### config.mk
export PLATFORM = sky130hd
export DESIGN_NAME = noc_input_port_buffer
export DESIGN_NICKNAME = d
export VERILOG_FILES = /design/src/rtl/noc_input_port_buffer.sv
export SDC_FILE = /design/constraint.sdc
export NUM_CORES = 1
export LEC_CHECK = 0
export CORE_MARGIN = 4
export CORE_UTILIZATION = 50
export CTS_BUF_LIST = sky130_fd_sc_hd__clkbuf_16
export CTS_CLUSTER_DIAMETER = 30
export DETAILED_ROUTE_END_ITERATION = 10
export PLACE_DENSITY = 0.69
export SYNTH_ARGS = -nofsm -noshare
export SYNTH_HDL_FRONTEND = slang
export SYNTH_SLANG_ARGS = --single-unit
### constraint.sdc
create_clock -name clk -period 3.15 [get_ports clk]
set_input_delay 0.63 -clock clk [delete_from_list [all_inputs] [get_ports clk]]
set_output_delay 0.63 -clock clk [all_outputs]
set_load 0.005 [all_outputs]
### src/rtl/noc_input_port_buffer.sv
// -----------------------------------------------------------------------------
// noc_input_port_buffer
//
// Router input-port stage that sits on the injection link of a processing
// element. Incoming flits on a valid-only link are stored in a DEPTH-entry
// FIFO. Each flit that leaves the FIFO returns one registered credit pulse on
// co to the PE. The head flit is presented to the switch allocator together
// with an XY-routed output-port request.
//
// Optional feature (compile-time macro NOC_IBUF_BYPASS_EN):
//   When defined, an empty FIFO with in_valid=1 and out_ready=1 in the same
//   cycle forwards in_flit combinationally to out_flit. The flit is not
//   written to storage, and co still pulses on the following cycle. When the
//   macro is undefined, all head outputs come from FIFO state only, and the
//   minimum latency is one cycle.
//
// Ports:
//   clk        in   clock, rising edge
//   rst        in   synchronous reset, active-high
//   in_flit    in   flit from upstream PE (DATA_W bits)
//   in_valid   in   qualifier for in_flit (valid-only, no backpressure)
//   co         out  credit return, one-cycle pulse per popped flit
//   out_flit   out  head-of-FIFO flit (zero when empty)
//   out_valid  out  head flit available
//   out_ready  in   switch grant
//   out_port   out  route request: 0 LOCAL, 1 EAST, 2 WEST, 3 NORTH, 4 SOUTH
//   occupancy  out  number of stored entries (0..DEPTH)
//   err_ovf    out  sticky overflow flag, cleared only by rst
//
// Flit format: [DATA_W-1 -: 2] dest Y, [DATA_W-3 -: 2] dest X, rest payload.
//
// Handshake semantics: upstream has no ready. A flit is offered whenever
// in_valid=1, and upstream only sends while it holds credits. Downstream is a
// strict valid/ready pair: a flit transfers on every rising edge where
// out_valid & out_ready. out_ready while out_valid=0 has no effect.
// -----------------------------------------------------------------------------
module noc_input_port_buffer #(
  parameter int DATA_W = 20,
  parameter int DEPTH  = 7,
  parameter int MY_X   = 0,
  parameter int MY_Y   = 0
) (
  input  logic                             clk,
  input  logic                             rst,
  input  logic [DATA_W-1:0]                in_flit,
  input  logic                             in_valid,
  output logic                             co,
  output logic [DATA_W-1:0]                out_flit,
  output logic                             out_valid,
  input  logic                             out_ready,
  output logic [2:0]                       out_port,
  output logic [$clog2(DEPTH+1)-1:0]       occupancy,
  output logic                             err_ovf
);

  localparam int CNT_W = $clog2(DEPTH + 1);
  localparam int PTR_W = (DEPTH > 1) ? $clog2(DEPTH) : 1;

  localparam logic [PTR_W-1:0] LAST_PTR = PTR_W'(DEPTH - 1);
  localparam logic [CNT_W-1:0] FULL_CNT = CNT_W'(DEPTH);
  localparam logic [1:0]       MX       = 2'(MY_X);
  localparam logic [1:0]       MY       = 2'(MY_Y);

  localparam logic [2:0] PORT_LOCAL = 3'd0;
  localparam logic [2:0] PORT_EAST  = 3'd1;
  localparam logic [2:0] PORT_WEST  = 3'd2;
  localparam logic [2:0] PORT_NORTH = 3'd3;
  localparam logic [2:0] PORT_SOUTH = 3'd4;

  // ---------------------------------------------------------------------------
  // Storage and bookkeeping
  // ---------------------------------------------------------------------------
  logic [DATA_W-1:0] mem [DEPTH];
  logic [PTR_W-1:0]  rd_ptr;
  logic [PTR_W-1:0]  wr_ptr;
  logic [CNT_W-1:0]  count;

  logic empty;
  logic full;
  logic byp_fire;   // flit passes straight through an empty FIFO
  logic pop;        // a flit leaves this stage (from storage or bypass)
  logic fifo_rd;    // the pop comes out of storage
  logic fifo_wr;    // incoming flit is written to storage
  logic ovf;        // incoming flit is dropped

  assign empty = (count == '0);
  assign full  = (count == FULL_CNT);

`ifdef NOC_IBUF_BYPASS_EN
  assign byp_fire = empty & in_valid & out_ready;
`else
  assign byp_fire = 1'b0;
`endif

  assign out_valid = ~empty | byp_fire;
  assign pop       = out_valid & out_ready;
  assign fifo_rd   = pop & ~empty;
  // A pop in the same cycle frees the slot the new flit needs, even when full.
  assign fifo_wr   = in_valid & (~full | pop) & ~byp_fire;
  assign ovf       = in_valid & full & ~pop;

  // DEPTH need not be a power of two, so pointers wrap by explicit compare.
  function automatic logic [PTR_W-1:0] next_ptr(input logic [PTR_W-1:0] p);
    if (p == LAST_PTR) begin
      next_ptr = '0;
    end else begin
      next_ptr = p + 1'b1;
    end
  endfunction

  // Storage is not reset: out_flit is masked to zero while count is zero,
  // so uninitialised entries are never visible.
  always_ff @(posedge clk) begin
    if (fifo_wr) begin
      mem[wr_ptr] <= in_flit;
    end
  end

  always_ff @(posedge clk) begin
    if (rst) begin
      rd_ptr  <= '0;
      wr_ptr  <= '0;
      count   <= '0;
      co      <= 1'b0;
      err_ovf <= 1'b0;
    end else begin
      if (fifo_wr) begin
        wr_ptr <= next_ptr(wr_ptr);
      end
      if (fifo_rd) begin
        rd_ptr <= next_ptr(rd_ptr);
      end
      if (fifo_wr && !fifo_rd) begin
        count <= count + 1'b1;
      end else if (!fifo_wr && fifo_rd) begin
        count <= count - 1'b1;
      end
      // One credit per departing flit, including bypassed ones.
      co <= pop;
      if (ovf) begin
        err_ovf <= 1'b1;
      end
    end
  end

  assign occupancy = count;

  // ---------------------------------------------------------------------------
  // Head presentation and XY routing
  // ---------------------------------------------------------------------------
  logic [DATA_W-1:0] head_flit;

  always_comb begin
    head_flit = '0;
    if (!empty) begin
      head_flit = mem[rd_ptr];
    end else if (byp_fire) begin
      head_flit = in_flit;
    end
  end

  assign out_flit = head_flit;

  // X is resolved first, then Y; a flit at its own router ejects locally.
  always_comb begin
    logic [1:0] dx;
    logic [1:0] dy;
    dy       = head_flit[DATA_W-1 -: 2];
    dx       = head_flit[DATA_W-3 -: 2];
    out_port = PORT_LOCAL;
    if (out_valid) begin
      if (dx > MX) begin
        out_port = PORT_EAST;
      end else if (dx < MX) begin
        out_port = PORT_WEST;
      end else if (dy > MY) begin
        out_port = PORT_NORTH;
      end else if (dy < MY) begin
        out_port = PORT_SOUTH;
      end else begin
        out_port = PORT_LOCAL;
      end
    end
  end

endmodule
# ---- Yosys cells after proc, flatten, opt, wreduce, memory -nomap -nowiden
# Memory sizes are Yosys's and may differ from the RTL's. A register that Yosys moved wholly into a read port is not among the register bits.
# Cells that the tools add are included.
dict set report classes {
  n_reduce_logical 6
  n_mux 14
  order_cmp 4
  eq_ne 3
  bitwise 9
  addsub 4
}
# cell n
set ops {}
lappend ops {{$mux 3} 11}
lappend ops {{$mux 20} 1}
lappend ops {{$add 3x1->3 const B} 3}
lappend ops {{$eq 3x3->1 const B} 3}
lappend ops {{$and 1x1->1} 5}
lappend ops {{$gt 2x1->1 const B} 2}
lappend ops {{$lt 2x1->1 const B} 2}
lappend ops {{$logic_not 3->1} 1}
lappend ops {{$not 1->1} 3}
lappend ops {{$sub 3x1->3 const B} 1}
lappend ops {{$logic_and 1x1->1} 2}
lappend ops {{$logic_not 1->1} 2}
lappend ops {{$mux 1} 2}
lappend ops {{$reduce_bool 2->1} 1}
lappend ops {{$or 1x1->1} 1}
dict set report word_totals {
  mem_bits_rw 140
  out_inout_bits 29
  wordCells 46
  register_bits 11
  n_memories 1
  inputBits 24
}
# memory words word_bits read_ports rd_clocked_by_memory_dff write_ports line_no
set mem_list {}
lappend mem_list {mem 7 20 1 1 1 73} ;# logic [DATA_W-1:0] mem [DEPTH];

# ---- Logic depth before layout (Yosys ltp)
dict set report depth {
  ltp_word 9
  ltp_mapped 10
  depth_no_buf 10
}

# ---- Worst setup path before layout
# Ideal clock, no wire load.
dict set report synth_path {
  kind {input to register}
  startpoint {input port out_ready}
  endpoint {memory mem[0][0], enable pin}
  arrival_ns 2.890
  required_time_ns 2.702
  n_path_buf 0
  setup_ns 0.448
  path_stages 3
  setup_slack_ns -0.188
  cell_sequence {nand4b_1 -> nand2_1 -> nor4_1}
}
dict set report synth_via {
  elab_chain_len 5
}
# element line_no
set synth_rtl {}
lappend synth_rtl {{start, declared} 50} ;# input logic out_ready,
lappend synth_rtl {{$and 1x1->1} 96} ;# assign pop = out_valid & out_ready;
lappend synth_rtl {{$or 1x1->1} 99} ;# assign fifo_wr = in_valid & (~full | pop) & ~byp_fire;
lappend synth_rtl {{$and 1x1->1} 99}
lappend synth_rtl {{$mux 1} 114} ;# if (fifo_wr) begin
lappend synth_rtl {{$mux 1 (implied by the code)} 115} ;# mem[wr_ptr] <= in_flit;
lappend synth_rtl {{end, declared} 73}
# No other way between the ends.

==> impl_metrics.ini <==
[grt]
track_usage_pct = 16.6
grt-ovfl-total = 0
antenna_found_initial = 0
grt_max_degree = 48
grt_pass1_vias = 3223
grt_pass1_wl_um = 17400

[setup_path]
critPathBufInv = 2
worst_setup_path_end_kind = primary output
critical_path_class = reg2out
cp_slowest_stage_delay_ps = 490
crit_required_ps = 2520
worstPathCellList = buf_4, mux4_2, or3_1, o31ai_2, nor3b_2, dlygate4sd2_1
crit_slowest_cell = mux4_2
crit_family = simple AND/OR/NAND/NOR gates
worstPathMaxFanout = 6
start_kind = flip-flop
worstPathArrival_ps = 2390

[sta]
hold_violations = 0
max_freq_ghz = 0.331
fin_crit_ps = 3020
setup_viol = 0
slew_viol_final = 0
period_share_pct = 95.9
clock_skew_ps = 4.19
grt_setup_unrepaired = no
setup_tns_ps = 0

[clock_tree]
htree_levels = 4
root_buffer = clkbuf_16
clk_latency_ps = 410
path_clk_slew_ps = 60
cts_inserted_buffers = 17
clkSinkCount = 154
cts_buffer_depth = 2
tritoncts = yes

[drt]
vias_per_cell = 5.50
drcViolationCount = 0
dr_total_vias = 3185
postRouteAntennaNets = 0
met3WireLength_um = 426
routed-wl-met2_um = 5650
top_layer = met4
drt-wirelength-per-cell_um = 19.5
drtIter0Drc = 175
m1WireLength_um = 5010
dr.pass1.iters = 4
routed_wl_um = 11300

[synth]
syn-instance-count = 353
synth_async_sr_flop_share_pct = 0
yosysWarnings = 0
syn_avg_cell_area_um2 = 17.2
synth_top_flop_cell = edfxtp_1
syn_area_um2 = 6070
synth-seq-cells = 154
synth_edf_count = 140
syn-num-nets = 379
synth_top_area_cell = edfxtp_1
synthDominantCellAreaShare_pct = 69.3
synth_area_leaders = edfxtp_1 69%, mux4_2 7.1%, mux2i_1 6.8%
yosysSeqAreaShare_pct = 73.9
ys_types = 37

[outcome]
status = finished, final reports clean

[pwr]
intPower_uw = 4280
clockPowerShare_pct = 34.8
combPwrFrac_pct = 23.3
irDropWorstVdd_mv = 0.443
p_seq_share_pct = 41.9
sw_frac_of_total_pct = 24.9
p_per_area_nw_per_um2 = 761
p_switching_uw = 1420
p_leak_uw = 0.00258

[job]
cap_violations = 0

[floorplanning]
core_um2 = 11700
die_h_um = 118
core.rowCount = 39
dieWidth_um = 118
start_util_pct = 52.0
ioPinCount = 53
die_area_um2 = 14000

[finish]
final_common_cell = edfxtp_1
final_nets = 449
syn2layout_area_growth_pct = 23.4
drive_gt1_share_pct = 19.0
fin_cells = 579
nFillCells = 824
final_cell_mix = 140 x edfxtp_1, 49 x clkdlybuf4s50_1, 40 x mux2i_1
insertedDiodeCount = 0
fin_util_pct = 64.2

[placed_design]
post-dp-hpwl_um = 6340
gp_congestion = 0.751
place_inst = 543
io_buffers = 51

[min_path]
min_path_type = reg2reg
==> cells by family after synthesis <==
| group | Yosys count | synth area share [%] |
|---|---|---|
| simple gates | 69 | 5.16 |
| compound gates | 38 | 3.69 |
| flops | 154 | 73.9 |
| other cells | 1 | 0.0618 |
| xor+xnor | 2 | 0.289 |
| buf+inv | 26 | 2.10 |
| mux | 61 | 14.3 |
| fa+ha+maj | 2 | 0.536 |
==> timing repair <==
| action | in CTS | in global routing |
|---|---|---|
| hold buffers | 0 | 0 |
| resized for setup | 3 | 4 |
| hold endpoints to repair | 0 | 0 |
| gates cloned | 0 | 1 |
| setup endpoints to repair | 2 | 5 |
| setup buffers | 3 | 0 |
==> Yosys cell counts (3+ instances only) <==
| cell type | instances |
|---|---|
| a21oi_1 | 7 |
| buf_1 | 3 |
| buf_2 | 3 |
| buf_4 | 3 |
| clkbuf_1 | 7 |
| dfxtp_1 | 14 |
| edfxtp_1 | 140 |
| inv_1 | 7 |
| mux2i_1 | 41 |
| mux4_2 | 19 |
| nand2_1 | 24 |
| nand4b_1 | 3 |
| nor2_1 | 29 |
| nor3_1 | 3 |
| o21ai_0 | 14 |
| o21ai_1 | 10 |
| or3_1 | 3 |
==> final timing paths <==
path                                                 from                        end  slack (ps)  depth (start not counted)
worst min register to register       err_ovf$_SDFFE_PP0P_       err_ovf$_SDFFE_PP0P_         490                          1
worst min-delay path                 err_ovf$_SDFFE_PP0P_       err_ovf$_SDFFE_PP0P_         490                          1
worst max-delay path                            flip-flop                out_port[1]         130                          6
worst max register to register  occupancy[0]$_SDFFE_PP0P_  occupancy[2]$_SDFFE_PP0P_         820                         10
==> per-layer routing <==
metal	track usage (%)	vias to the layer above
li1	-	1498
met1	21.3	1588
met2	26.9	81
met3	4.15	18
met4	7.11	0
met5	0	-
==> metrics by stage <==
| stage | area [um2] | hold WS, ps | worst slack [ps] | power [uW] |
|---|---|---|---|---|
| after floorplan | 6070 | 481 | 194 | 3100 |
| after global placement | 6840 | 470 | 294 | 3680 |
| after detailed placement | 6840 | 476 | 309 | 3710 |
| after CTS | 7450 | 494 | 19.5 | 5710 |
| after global routing | 7490 | 517 | 9.20 | 5940 |
| final | 7490 | 487 | 129 | 5700 |
==> final cells by class <==
cell class | count | area (um2) | area share [%]
Timing Repair Buffer | 69 | 701 | 9.36
Tap cell | 143 | 179 | 2.39
Clock inverter | 15 | 159 | 2.12
Clock buffer | 17 | 425 | 5.68
Multi-Input combinational cell | 173 | 1500 | 20.1
Inverter | 8 | 30.0 | 0.401
Sequential cell | 154 | 4490 | 60.0
==> power groups by stage <==
| stage | Clock (uW) | Sequential [uW] | Combinational (uW) |
|---|---|---|---|
| finish | 1980 | 2390 | 1330 |
| global placement | 0 | 2430 | 1260 |
| detailed placement | 0 | 2430 | 1280 |
| global route | 2100 | 2400 | 1440 |
| CTS | 2010 | 2390 | 1310 |
| floorplan | 0 | 2400 | 706 |
==> state kept, by name, summed over array words and instances (netlist names), named ones only <==
| signal | flops |
|---|---|
| mem | 140 |
| wr_ptr | 3 |
| rd_ptr | 3 |
| err_ovf | 1 |
| co | 1 |
| occupancy | 3 |
==> worst reg2reg max path: cells and delay by family, from the launching register on <==
kind	cells	cell delay [ps]
flip-flops	1	390
buffers and inverters	3	250
adder cells (fa/ha/maj)	2	560
AO/OA/AOI/OAI	1	150
XOR/XNOR	1	160
AND/OR/NAND/NOR	3	740
(Power assumes the default switching activity.)
